--- src/rtl/status_led_ctrl.sv ---
// Board status-LED driver: synchronises async status bits into clk_125 and drives
// each LED as off / direct / stretched activity / blink, with a lamp-test override.
module status_led_ctrl #(
  parameter int unsigned NUM_LEDS          = 4,
  parameter int unsigned SYNC_STAGES       = 2,
  parameter int unsigned STRETCH_CYCLES    = 6250000,
  parameter int unsigned BLINK_HALF_CYCLES = 31250000,
  parameter bit          ACTIVE_LOW        = 1'b1
) (
  input  logic                  clk_125,
  input  logic                  global_reset_n,
  input  logic [NUM_LEDS-1:0]   status_in,
  input  logic [2*NUM_LEDS-1:0] mode,
  input  logic                  lamp_test,
  output logic [NUM_LEDS-1:0]   led_out
);

  typedef enum logic [1:0] {
    MODE_OFF     = 2'b00,
    MODE_DIRECT  = 2'b01,
    MODE_STRETCH = 2'b10,
    MODE_BLINK   = 2'b11
  } mode_e;

  localparam int unsigned CW = $clog2(STRETCH_CYCLES + 1);
  // A single-cycle half-period still needs a 1-bit prescaler to keep widths legal.
  localparam int unsigned PW = (BLINK_HALF_CYCLES > 1) ? $clog2(BLINK_HALF_CYCLES) : 1;
  localparam logic [CW-1:0] CNT_RELOAD = CW'(STRETCH_CYCLES - 1);
  localparam logic [PW-1:0] PCNT_MAX   = PW'(BLINK_HALF_CYCLES - 1);

  logic [NUM_LEDS-1:0] sync_q [SYNC_STAGES];
  logic [NUM_LEDS-1:0] sDelay_q;
  logic [CW-1:0]       stretchCnt_q [NUM_LEDS];
  logic [CW-1:0]       stretchCnt_d [NUM_LEDS];
  logic [PW-1:0]       pcnt_q;
  logic [PW-1:0]       pcnt_d;
  logic                phase_q;
  logic                phase_d;
  logic [NUM_LEDS-1:0] ledOut_q;
  logic [NUM_LEDS-1:0] ledOut_d;

  logic [NUM_LEDS-1:0] syncStatus;
  logic [NUM_LEDS-1:0] rise;
  logic [NUM_LEDS-1:0] on;
  logic                pcntWrap;
  mode_e               chMode;

  assign syncStatus = sync_q[SYNC_STAGES-1];
  assign rise       = syncStatus & ~sDelay_q;

  always_comb begin
    pcntWrap = (pcnt_q == PCNT_MAX);
    pcnt_d   = pcntWrap ? '0 : pcnt_q + PW'(1);
    phase_d  = phase_q ^ pcntWrap;
  end

  // Counters of channels not in STRETCH are held at zero, so re-entering
  // STRETCH never resumes an old pulse.
  always_comb begin
    chMode = MODE_OFF;
    on     = '0;
    for (int i = 0; i < NUM_LEDS; i++) begin
      stretchCnt_d[i] = '0;
      chMode          = mode_e'(mode[2*i +: 2]);
      case (chMode)
        MODE_OFF: on[i] = 1'b0;
        MODE_DIRECT: on[i] = syncStatus[i];
        MODE_STRETCH: begin
          on[i] = rise[i] | (stretchCnt_q[i] != '0);
          if (rise[i]) begin
            stretchCnt_d[i] = CNT_RELOAD;
          end else if (stretchCnt_q[i] != '0) begin
            stretchCnt_d[i] = stretchCnt_q[i] - CW'(1);
          end
        end
        MODE_BLINK: on[i] = syncStatus[i] & phase_q;
        default: on[i] = 1'b0;
      endcase
    end
    ledOut_d = (on | {NUM_LEDS{lamp_test}}) ^ {NUM_LEDS{ACTIVE_LOW}};
  end

  always_ff @(posedge clk_125 or negedge global_reset_n) begin
    if (!global_reset_n) begin
      for (int k = 0; k < SYNC_STAGES; k++) begin
        sync_q[k] <= '0;
      end
      sDelay_q <= '0;
      for (int i = 0; i < NUM_LEDS; i++) begin
        stretchCnt_q[i] <= '0;
      end
      pcnt_q   <= '0;
      phase_q  <= 1'b0;
      ledOut_q <= {NUM_LEDS{ACTIVE_LOW}};
    end else begin
      sync_q[0] <= status_in;
      for (int k = 1; k < SYNC_STAGES; k++) begin
        sync_q[k] <= sync_q[k-1];
      end
      sDelay_q <= syncStatus;
      for (int i = 0; i < NUM_LEDS; i++) begin
        stretchCnt_q[i] <= stretchCnt_d[i];
      end
      pcnt_q   <= pcnt_d;
      phase_q  <= phase_d;
      ledOut_q <= ledOut_d;
    end
  end

  assign led_out = ledOut_q;

endmodule

--- config.mk ---
export PLATFORM = sky130hd
export DESIGN_NAME = status_led_ctrl
export DESIGN_NICKNAME = d
export VERILOG_FILES = /design/src/rtl/status_led_ctrl.sv
export SDC_FILE = /design/constraint.sdc
export NUM_CORES = 1
export LEC_CHECK = 0
export BUFFER_PORTS_ARGS = -buffer_cell sky130_fd_sc_hd__buf_2
export CAP_MARGIN = 25
export CORE_MARGIN = 1
export CORE_UTILIZATION = 55
export CTS_CLUSTER_DIAMETER = 100
export DETAILED_ROUTE_END_ITERATION = 8
export HOLD_SLACK_MARGIN = 0.1
export PLACE_DENSITY = 0.73
export SLEW_MARGIN = 20
export SYNTH_ARGS = -nofsm -noshare
export SYNTH_HDL_FRONTEND = slang
export SYNTH_SLANG_ARGS = --single-unit
--- constraint.sdc ---
create_clock -name clk_125 -period 6.5 [get_ports clk_125]
set_input_delay 1.625 -clock clk_125 [delete_from_list [all_inputs] [get_ports clk_125]]
set_output_delay 1.625 -clock clk_125 [all_outputs]
set_load 0.005 [all_outputs]
======== Word-level counts from Yosys, hierarchy flattened ========
Cells that the tools add are included.
cells by class
  $add $sub $neg .......................... 5
  eq/ne operators ......................... 13
  multiplexer cells ....................... 17
  bitwise gates (word level) .............. 13
  reduce and logical (&&, ||, !) cells .... 8
operators with widths
  operator                                                               count
  23-bit two-way mux                                                     12
  23-bit nonzero test                                                    4
  23-bit by 1-bit subtractor with 23-bit output, second input constant   4
  25-bit by 1-bit adder with 25-bit output, second input constant        1
  25-bit equality test, second input constant                            1
  25-bit two-way mux                                                     1
  2-bit equality test, second input constant                             8
  1-bit one-hot mux with 4 select lines                                  4
  2-bit by 1-bit equality test with 1-bit output, second input constant  4
  2-bit logical NOT                                                      4
  4-bit inverter                                                         2
  1-bit AND                                                              4
  4-bit AND                                                              1
  1-bit bitwise OR                                                       4
  4-bit bitwise OR                                                       1
  1-bit bitwise XOR                                                      1
word-level totals
  flip-flop bits (word level) ............. 134
  output and inout port bits .............. 4

======== Depth between registers and ports, before layout ========
Gate-level depths: netlist of the first run.
  depth in word-level cells ............... 6
  depth in mapped cells ................... 8
  mapped depth without buffers ............ 7

======== Least setup slack after synthesis of the first run ========
No wires, ideal clock.
  kind .................................... input-to-reg
  start ................................... in mode[6]
  end ..................................... reg stretchCnt_q[8] in the netlist's numbering
  setup time .............................. 0.077 ns
  data arrival time ....................... 2.560 ns
  path slack .............................. 3.862 ns
  stages on the path ...................... 6
  cell sequence ........................... nand2b_1 buf_1 a31o_2 nand2b_1 buf_2 a21oi_1
RTL lines
  what                             line  text
  from (decl)                      13    input logic [2*NUM_LEDS-1:0] mode,
  to (signal, indexed assignment)  102   stretchCnt_q[i] <= stretchCnt_d[i];
  to (decl)                        33    logic [CW-1:0] stretchCnt_q [NUM_LEDS];

======== Worst setup path in the final report of the first run ========
  start ................................... reg ledOut_q[3] (netlist: led_out[3])
  end ..................................... out led_out[3]
RTL lines
  what                    line  text
  from (decl)             39    logic [NUM_LEDS-1:0] ledOut_q;
  from (signal assigned)  94    ledOut_q <= {NUM_LEDS{ACTIVE_LOW}};
  from (signal assigned)  106   ledOut_q <= ledOut_d;
  to (decl)               15    output logic [NUM_LEDS-1:0] led_out
No word-level cell between the ends.

==> results by group, run 1 <==
Status
  • Status: finished clean

Detailed routing
  • DR WL/cell: roughly 16 um
  • 1st-pass router iterations: 5
  • Via/cell ratio: between 5 and 6
  • DR vias: about 4700
  • Post-Route WL: 13100 um
  • DRC viols: 0
  • First DRT Iteration DRCs: 391
  • ANT nets after route: 0

GRT
  • Total grt overflow: 0
  • GRT Util Overall: 0.241
  • Initial antenna violation count: 0
  • Largest net degree at the start of global routing: 77
  • First-pass GRT wire length: roughly 22000 um
  • Vias in the first global route: ~4700

Pwr
  • Cell area power density: about 370 nW/um2
  • Sw frac: 0.285
  • Peak VDD IR: between 0.0003 and 0.0004 V
  • Internal Power: 1960 uW
  • Leakage: between 0.003 and 0.004 uW
  • Clock power frac: 0.416
  • Sequential power share: 0.361
  • Comb pwr share: 0.223
  • Net Sw Power: approximately 800 uW

Synthesis
  • Yosys cell types: 54
  • YS warnings: 0
  • Post-Synthesis Cells: around 620
  • Async set-reset flop share out of synthesis: 1.00
  • Most frequent cells after synthesis: dfrtp_1, nor2_1, o21ai_0
  • Share of the synthesized area in the top cell type: 0.504
  • Syn Std Cell Area: 6450 um2
  • Post-synthesis net count: roughly 650
  • Sequential fraction of the synthesis area: 0.521
  • Ranking of synthesized cells by area: dfrtp_1, xnor2_1, xor2_1
  • Main synth FF type: dfrtp_1
  • Area leader, netlist: dfrtp_1
  • Flops & latches, synth: ~130
  • Synth Area per Inst: between 10 and 15 um2
  • Top-count cell post-synth: dfrtp_1
  • EDFF count, synth: 0

Clock network
  • CTS Sinks: between 100 and 150
  • CTS tree: done
  • Clk_lat worst skew: between 0.4 and 0.5 ns
  • Worst-path clk slew: about 0.060 ns
  • Clock Root Buffer: clkbuf_16
  • Hold_buf cts: 0
  • Clock Path Buffers: 2
  • Cts repair resizes: 0
  • H-tree depth: 4
  • Post-CTS Setup Bufs: 0
  • CTS buffer count: 17

Layout
  • NumNets Final: about 670
  • Area delta synth->final: 14.7%
  • Fraction of layout cells with a size suffix above 1: 0.119
  • Number of antenna diodes: 0
  • Fill cells: between 800 and 900

Floorplanning
  • Site Rows: 39
  • Die extent in y: 110 um
  • Die X: roughly 110 um
  • Die ar.: about 12000 um2
  • Initial Utilization: 0.565
  • Core Footprint: 11400 um2
  • Top Ports: 19

Timing
  • Crit share post-route: 0.413
  • Final Max Slew Viols: 0
  • Clk_skew: ~0.0095 ns
  • Final worst setup slack: roughly 3.8 ns
  • Max Freq: approximately 370 MHz
  • Unrepaired setup endpoints after global routing: no
  • Fin crit period: about 2.7 ns
  • Setup violators final: 0
  • Final Hold Fails: 0
  • Setup TNS: 0 ns
  • Worst slew margin: 0.312
  • Pin slew with the least headroom to its limit: between 1 and 1.5 ns

Setup path
  • Critical Path Slowest Stage Cell: dfstp_2
  • CP bufs+invs: 1
  • Req. time, crit path: 4.88 ns
  • Kind of critical path: reg2out
  • CP max stage delay: about 0.53 ns
  • Reg2reg start: stretchCnt_q[42]
  • Crit-path max FO: 1
  • Crit start category: register
  • Crit path capture type: primary output
  • Critical path cell sequence: buf_2
  • CP Launch Point: led_out[3]
  • Arrival time worst endpoint: around 1.1 ns
  • CP delay by family, top: flip-flops
  • Register-to-register setup slack: 4.08 ns

Placement
  • Buffers added on ports: 18
  • Detail Placement HPWL: 8670 um
  • Pre-CTS setup slack: roughly 3.5 ns
  • Placer congestion estimate: 0.776

Worst hold path
  • HP Start: sync_q[5]
  • Min-Delay Path Class: reg2reg

Job
  • # Max-Cap Violations: 0
==> cell families after synthesis <==
kind of cell / count (synthesis) / share of synthesized area
fa+ha+maj: 9 / 0.0175
buf+inv: 27 / 0.0165
xor+xnor: 90 / 0.122
compound gates: 97 / 0.0904
flops: 134 / 0.521
simple gates: 264 / 0.228
mux: 3 / 0.00466
==> area by class of cell <==
class | count | area, um2 | area share
flip-flops and latches | 134 | 3360 | 0.454
clock buffers | 18 | 429 | 0.0580
clock inverters | 14 | 279 | 0.0377
inverters | 13 | 48.8 | 0.00660
repair buffers | 21 | 119 | 0.0161
well taps | 143 | 179 | 0.0242
multi-input cells | 463 | 2980 | 0.403
==> flip-flops by register name, indices dropped and copies added, names as in the netlist <==
register	flops
pcnt_q	25
stretchCnt_q	92
led_out	4
sDelay_q	4
phase_q	1
sync_q	4
syncStatus	4
==> placed cells by master, fill, tap and decap left out, types with 5 or more instances in the layout <==
master and instances:
dfrtp_1 130, nor2_1 71, o21ai_0 49, xnor2_1 46
xor2_1 44, nand2_1 33, a21oi_1 23, nand3_1 21
nand2b_1 19, nor4_1 19, nor3_1 17, clkbuf_16 17
buf_2 17, inv_1 13, nand4_1 13, or4_1 12
ha_1 9, and3_1 8, bufinv_16 8, or3_1 6
or2_2 5, o41ai_1 5, nor3b_1 5
==> per-stage QoR <==
stage          power, uW  cells  hold slack, ns  area, um2   util
4_1_cts             2770    806           0.354       7400  0.648
3_5_place_dp        1610    774           0.336       6690  0.586
6_report            2750    806           0.350       7400  0.648
5_1_grt             2890    806           0.361       7400  0.648
2_1_floorplan       1470    624           0.331       6450      -
3_3_place_gp        1580    774           0.332       6690  0.586
==> power by group through the flow <==
stage / clock, uW / combinational (uW) / sequential (uW)
6_report: 1140 / 612 / 991
3_5_place_dp: 0 / 603 / 1000
2_1_floorplan: 0 / 483 / 984
5_1_grt: 1200 / 688 / 1000
3_3_place_gp: 0 / 584 / 995
4_1_cts: 1160 / 613 / 990
==> path summary, 6_finish.rpt <==
check / end / depth (start not counted)
min in group asynchronous: stretchCnt_q[50] / 1
worst min-delay path: syncStatus[1] / 0
max in group asynchronous: stretchCnt_q[47] / 2
worst max-delay path: led_out[3] / 1
worst min register to register: syncStatus[1] / 0
worst max register to register: stretchCnt_q[44] / 5
==> layer usage <==
layer	share of wire	global-route usage	vias up
met5	0	0	-
met3	0.042	0.0664	18
met1	0.46	0.325	2361
met2	0.48	0.378	97
li1	-	-	2261
met4	0.012	0.0771	0
Power figures use the tool's default switching activity.
==> run 2: changes to the inputs <==
==> constraint.sdc (replaced) <==
create_clock -name clk_125 -period 2.5 [get_ports clk_125]
set_input_delay 0.625 -clock clk_125 [delete_from_list [all_inputs] [get_ports clk_125]]
set_output_delay 0.625 -clock clk_125 [all_outputs]
set_load 0.005 [all_outputs]
==> results by group, run 2 (synthesis gave the netlist of run 1 again) <==
Status
  • Status: finished clean

Worst hold path
  • Min-Delay Path Class: in2async

Detailed routing
  • Via/cell ratio: 5.74 (-2.3%)
  • DR WL/cell: 15.3 um (-5.7%)
  • Post-Route WL: 12600 um (-4.0%)
  • 1st-pass router iterations: 4 (-1)
  • Met3 Routed Length: 390 um (-28%)
  • WL met1: 5990 um (-1.5%)
  • First DRT Iteration DRCs: 296 (-24%)
  • DR vias: 4710 (-0.57%)
  • ANT nets after route: 0 (unchanged)
  • DRC viols: 0 (unchanged)
  • Met2 WL: 6020 um (-4.5%)
  • Max layer used: met4

Setup path
  • Reg2reg start: stretchCnt_q[46]
  • Critical path cell sequence: inv_1 > ha_1 > or3b_2 > or4_1 > or3_1 > a31oi_1
  • CP delay by family, top: simple AND/OR/NAND/NOR gates
  • Critical R2R Capture: stretchCnt_q[64]
  • Crit-path max FO: 8 (+7)
  • Crit path capture type: register
  • Crit start category: register
  • Req. time, crit path: 2.83 ns (-2.05 ns)
  • CP Launch Point: stretchCnt_q[46]
  • CP max stage delay: 0.56 ns (+0.03 ns)
  • FF-to-FF path depth: 6 (+1)
  • Register-to-register setup slack: 0.16 ns (-3.92 ns)
  • CP bufs+invs: 1 (unchanged)
  • Arrival time worst endpoint: 2.66 ns (+1.60 ns)
  • Critical Path Slowest Stage Cell: or3b_2
  • Kind of critical path: reg2reg

GRT
  • Largest net degree at the start of global routing: 55 (-29%)
  • Vias in the first global route: 4616 (-1.4%)
  • Total grt overflow: 0 (unchanged)
  • Initial antenna violation count: 0 (unchanged)
  • First-pass GRT wire length: 21100 um (-5.3%)
  • GRT Util Overall: 0.227 (-0.0134)

Pwr
  • Cell area power density: 908 nW/um2 (+140%)
  • Sequential power share: 0.382 (+0.021)
  • Net Sw Power: 2030 uW (+160%)
  • Sw frac: 0.301 (+0.0165)
  • Total power: 6740 uW (+150%)
  • Leakage: 0.00330 uW (+0.58%)
  • Internal Power: 4710 uW (+140%)
  • Peak VDD IR: 0.000724 V (+120%)
  • Comb pwr share: 0.247 (+0.024)
  • Clock power frac: 0.371 (-0.045)

Timing
  • Crit share post-route: 0.934
  • Final Hold Fails: 0 (unchanged)
  • Worst slew margin: 0.561 (+0.249)
  • Max Freq: between 400 and 500 MHz
  • Final Max Slew Viols: 0 (unchanged)
  • Pin slew with the least headroom to its limit: 0.657 ns (-0.367 ns)
  • Clk_skew: 0.00462 ns (-0.00492 ns)
  • Unrepaired setup endpoints after global routing: no
  • Final worst setup slack: 0.164 ns (-3.65 ns)
  • Setup TNS: 0 ns (unchanged)
  • Fin crit period: between 2 and 2.5 ns
  • Setup violators final: 0 (unchanged)

Floorplanning
  • Site Rows: 39 (unchanged)
  • Die extent in y: 110 um (unchanged)
  • Die X: 110 um (unchanged)
  • Die ar.: 12200 um2 (unchanged)
  • Initial Utilization: 0.565 (unchanged)
  • Core Footprint: 11400 um2 (unchanged)
  • Top Ports: 19 (unchanged)

Layout
  • FF/Latch Area: 3360 um2 (unchanged)
  • Largest reg by FF count: stretchCnt_q
  • Area delta synth->final: 15.0%
  • Final Non-Filler Cells: 820 (+1.7%)
  • Fraction of layout cells with a size suffix above 1: 0.136 (+0.0167)
  • Most common cell after layout, fill and taps aside: dfrtp_1
  • Max reg flops: 92 (unchanged)
  • Fin area: 7420 um2 (+0.29%)
  • NumNets Final: 688 (+2.1%)
  • Fill cells: 899 (+1.5%)
  • Most frequent cells in the layout: dfrtp_1, nor2_1, o21ai_0
  • Largest registers: stretchCnt_q: 92 flops, pcnt_q: 25 flops
  • Number of antenna diodes: 0 (unchanged)
  • Multi-input logic area: 2980 um2 (unchanged)

Placement
  • Placer congestion estimate: 0.847 (+9.2%)
  • Dpl cells: 788 (+1.8%)
  • Pre-CTS setup slack: 0.227 ns (-3.30 ns)
  • Post-DP Area: 6820 um2 (+1.9%)
  • Buffers added on ports: 18 (unchanged)
  • Detail Placement HPWL: 8620 um (-0.62%)

Clock network
  • Clock Root Buffer: clkbuf_16
  • Post-CTS Setup Bufs: 0 (unchanged)
  • CTS tree: done
  • Clock Path Buffers: 2 (unchanged)
  • Clk_lat worst skew: 0.41 ns (about the same)
  • Hold_buf cts: 0 (unchanged)
  • CTS Sinks: 134 (unchanged)
  • Cts repair resizes: 0 (unchanged)
  • Worst-path clk slew: 0.06 ns (about the same)
  • H-tree depth: 4 (unchanged)
  • CTS buffer count: 17 (unchanged)

Job
  • # Max-Cap Violations: 0 (unchanged)
run 2: power groups by stage:
stage               clock [uW]  combinational (uW)  sequential, uW
floorplan                    0                1260            2560
global placement             0                1590            2590
detailed placement           0                1640            2600
CTS                       2550                1670            2570
global route              2640                1850            2600
finish                    2500                1660            2570
run 2: worst max path at each step:
stage	to	slack, ns	cells past startpoint
floorplan	stretchCnt_q[64]	0.31	7
detailed placement	stretchCnt_q[64]	0.23	6
CTS	stretchCnt_q[64]	0.18	6
global route	stretchCnt_q[64]	0.10	6
global placement	stretchCnt_q[64]	0.31	6
finish	stretchCnt_q[64]	0.16	6
run 2: worst register-to-register path, cell delays in order, from the launching register on:
cell and delay, ns:
dfrtp_1 0.40, inv_1 0.11, ha_1 0.19, or3b_2 0.56, or4_1 0.46, or3_1 0.34
a31oi_1 0.19
run 2: per-stage QoR:
| step | hold slack [ns] | utilization |
|---|---|---|
| finish | 0.176 | 0.650 |
| global route | 0.207 | 0.650 |
| CTS | 0.181 | 0.650 |
| detailed placement | 0.337 | 0.597 |
| global placement | 0.335 | 0.597 |
| floorplan | 0.329 | - |
run 2: cell type report:
cell class              instances  share of cell area
well taps                     143              0.0241
repair buffers                 35              0.0336
clock buffers                  20              0.0602
inverters                      13             0.00658
clock inverters                12              0.0206
flip-flops and latches        134               0.453
multi-input cells             463               0.402
run 2: routing by layer:
layer | track usage | vias up
met5 | 0 | -
met4 | 0.0677 | 0
met3 | 0.0641 | 17
met2 | 0.371 | 93
met1 | 0.294 | 2313
li1 | - | 2287
==> run 3: changes to the inputs <==
--- a/config.mk
+++ b/config.mk
@@ -13,6 +13,7 @@
 export DETAILED_ROUTE_END_ITERATION = 8
 export HOLD_SLACK_MARGIN = 0.1
 export PLACE_DENSITY = 0.73
+export SKIP_CTS_REPAIR_TIMING = 1
 export SLEW_MARGIN = 20
 export SYNTH_ARGS = -nofsm -noshare
 export SYNTH_HDL_FRONTEND = slang
==> constraint.sdc (replaced) <==
create_clock -name clk_125 -period 2.83 [get_ports clk_125]
set_input_delay 0.7075 -clock clk_125 [delete_from_list [all_inputs] [get_ports clk_125]]
set_output_delay 0.7075 -clock clk_125 [all_outputs]
set_load 0.005 [all_outputs]
==> results by group, run 3 (synthesis gave the netlist of run 1 again) <==
Detailed routing
  • First DRT Iteration DRCs: 266 (-10%)
  • DR vias: 4774 (+1.4%)
  • DRC viols: 0 (unchanged)
  • 1st-pass router iterations: 4 (unchanged)
  • Via/cell ratio: 5.88 (+2.4%)
  • Post-Route WL: 12900 um (+2.8%)
  • DR WL/cell: 15.9 um (+3.8%)
  • ANT nets after route: 0 (unchanged)

Job
  • # Max-Cap Violations: 0 (unchanged)

Timing
  • Max Freq: 420 MHz (-2.0%)
  • Unrepaired setup endpoints after global routing: no
  • Clk_skew: 0.00730 ns (+0.00268 ns)
  • Setup violators final: 0 (unchanged)
  • Pin slew with the least headroom to its limit: 0.733 ns (+0.0767 ns)
  • Crit share post-route: 0.842 (-0.0925)
  • Fin crit period: 2.38 ns (+0.0466 ns)
  • Hold slack: 0.243 ns (+0.0667 ns)
  • Setup TNS: 0 ns (unchanged)
  • Final Max Slew Viols: 0 (unchanged)
  • Final Hold Fails: 0 (unchanged)
  • Worst slew margin: 0.504 (-0.0571)

Setup path
  • Req. time, crit path: 3.13 ns (+0.30 ns)
  • Critical Path Slowest Stage Cell: or4_1
  • FF-to-FF path depth: 5 (-1)
  • Most frequent CP cell: nor2_1
  • Crit path capture: stretchCnt_q[27]
  • Arrival time worst endpoint: 2.68 ns (+0.02 ns)
  • Critical path cell sequence: or4_1 > nor2_1 > a31o_2 > nand2b_1 > nor2_1
  • CP Launch Point: stretchCnt_q[28]
  • Critical R2R Capture: stretchCnt_q[27]
  • CP max stage delay: 0.67 ns (+0.11 ns)
  • Reg2reg start: stretchCnt_q[28]
  • Crit start category: register
  • Crit-path max FO: 15 (+7)
  • Kind of critical path: reg2reg
  • Crit path capture type: register
  • Register-to-register setup slack: 0.45 ns (+0.28 ns)

Layout
  • Final Non-Filler Cells: 812 (-0.98%)
  • Max reg flops: 92 (unchanged)
  • Largest registers: stretchCnt_q: 92 flops, pcnt_q: 25 flops
  • Most common cell after layout, fill and taps aside: dfrtp_1
  • FF/Latch Area: 3360 um2 (unchanged)
  • Area delta synth->final: 15.0% (about the same)
  • NumNets Final: 680 (-1.2%)
  • Number of antenna diodes: 0 (unchanged)
  • Fraction of layout cells with a size suffix above 1: 0.127 (-0.00884)
  • Largest reg by FF count: stretchCnt_q
  • Multi-input logic area: 2980 um2 (unchanged)
  • Fill cells: 886 (-1.4%)
  • Fin area: 7410 um2 (about the same)
  • Most frequent cells in the layout: dfrtp_1, nor2_1, o21ai_0

Placement
  • Detail Placement HPWL: 8550 um (-0.79%)
  • Buffers added on ports: 18 (unchanged)
  • Placer congestion estimate: 0.844 (-0.37%)
  • Dpl cells: 780 (-1.0%)
  • Post-DP Area: 6750 um2 (-1.1%)

Pwr
  • Clock power frac: 0.397 (+0.026)
  • Leakage: 0.00330 uW (-0.15%)
  • Net Sw Power: 1810 uW (-11%)
  • Peak VDD IR: 0.000539 V (-26%)
  • Sw frac: 0.294 (-0.00705)
  • Comb pwr share: 0.232 (-0.015)
  • Cell area power density: 829 nW/um2 (-8.7%)
  • Sequential power share: 0.370 (-0.012)
  • Internal Power: 4340 uW (-7.9%)

Clock network
  • Clock Root Buffer: clkbuf_16
  • CTS buffer count: 17 (unchanged)
  • Clk_lat worst skew: 0.43 ns (+0.02 ns)
  • Clock Path Buffers: 2 (unchanged)
  • CTS Sinks: 134 (unchanged)
  • H-tree depth: 4 (unchanged)
  • CTS tree: done
  • Worst-path clk slew: 0.06 ns (about the same)

GRT
  • First-pass GRT wire length: 21900 um (+3.7%)
  • Total grt overflow: 0 (unchanged)
  • Vias in the first global route: 4661 (+0.97%)
  • Largest net degree at the start of global routing: 60 (+9.1%)
  • GRT Util Overall: 0.236 (+0.00925)
  • Initial antenna violation count: 0 (unchanged)

Floorplanning
  • Die X: 110 um (unchanged)
  • Core Footprint: 11400 um2 (unchanged)
  • Top Ports: 19 (unchanged)
  • Die ar.: 12200 um2 (unchanged)
  • Initial Utilization: 0.565 (unchanged)
  • Die extent in y: 110 um (unchanged)
  • Site Rows: 39 (unchanged)

Status
  • Status: finished clean

Worst hold path
  • Min-Delay Path Class: in2async
[run 3: changes by cell type in the layout (fill, tap and decap cells not counted), sizes merged]
cell      before  now
inv           14   13
clkbuf        20   21
buf           35   27
bufinv         3    5
clkinvlp       4    2
[run 3: layout make-up]
cell class / count / area share
inverter: 13 / 0.00658
multi-input combinational: 463 / 0.403
clock buffer: 21 / 0.0635
clock inverter: 11 / 0.0265
timing repair buffer: 27 / 0.0238
sequential: 134 / 0.453
tap: 143 / 0.0241
[run 3: how the worst min path moves through the flow]
stage | to | start | depth (start not counted)
6_report | stretchCnt_q[57] | global_reset_n | 1
5_1_grt | stretchCnt_q[61] | global_reset_n | 1
4_1_cts | stretchCnt_q[57] | global_reset_n | 1
3_5_place_dp | syncStatus[2] | sync_q[6] | 0
3_3_place_gp | syncStatus[2] | sync_q[6] | 0
2_1_floorplan | syncStatus[0] | sync_q[4] | 0
[run 3: routing by layer]
layer / global-route usage / up-vias / share of wire
met3: 0.0600 / 21 / 0.039
li1: - / 2288 / -
met1: 0.308 / 2381 / 0.47
met2: 0.370 / 84 / 0.47
met4: 0.110 / 0 / 0.019
met5: 0 / - / 0
[run 3: stage by stage]
stage / setup WS [ns] / utilization / power (uW)
2_1_floorplan: 0.642 / - / 3370
3_3_place_gp: 0.637 / 0.591 / 3640
3_5_place_dp: 0.518 / 0.591 / 3690
4_1_cts: 0.474 / 0.649 / 6170
5_1_grt: 0.273 / 0.649 / 6470
6_report: 0.447 / 0.649 / 6150
[run 3: worst max-delay path: cells and delay by family, from the launching register on]
family / cells / cell delay (ns)
AND/OR/NAND/NOR: 4 / 1.44
flip-flops: 1 / 0.42
AO/OA/AOI/OAI: 1 / 0.39
[run 3: power by group through the flow]
| stage | registers [uW] | clock network (uW) | logic [uW] |
|---|---|---|---|
| floorplan | 2260 | 0 | 1110 |
| global placement | 2290 | 0 | 1350 |
| detailed placement | 2300 | 0 | 1390 |
| CTS | 2270 | 2480 | 1420 |
| global route | 2300 | 2570 | 1610 |
| finish | 2280 | 2440 | 1430 |
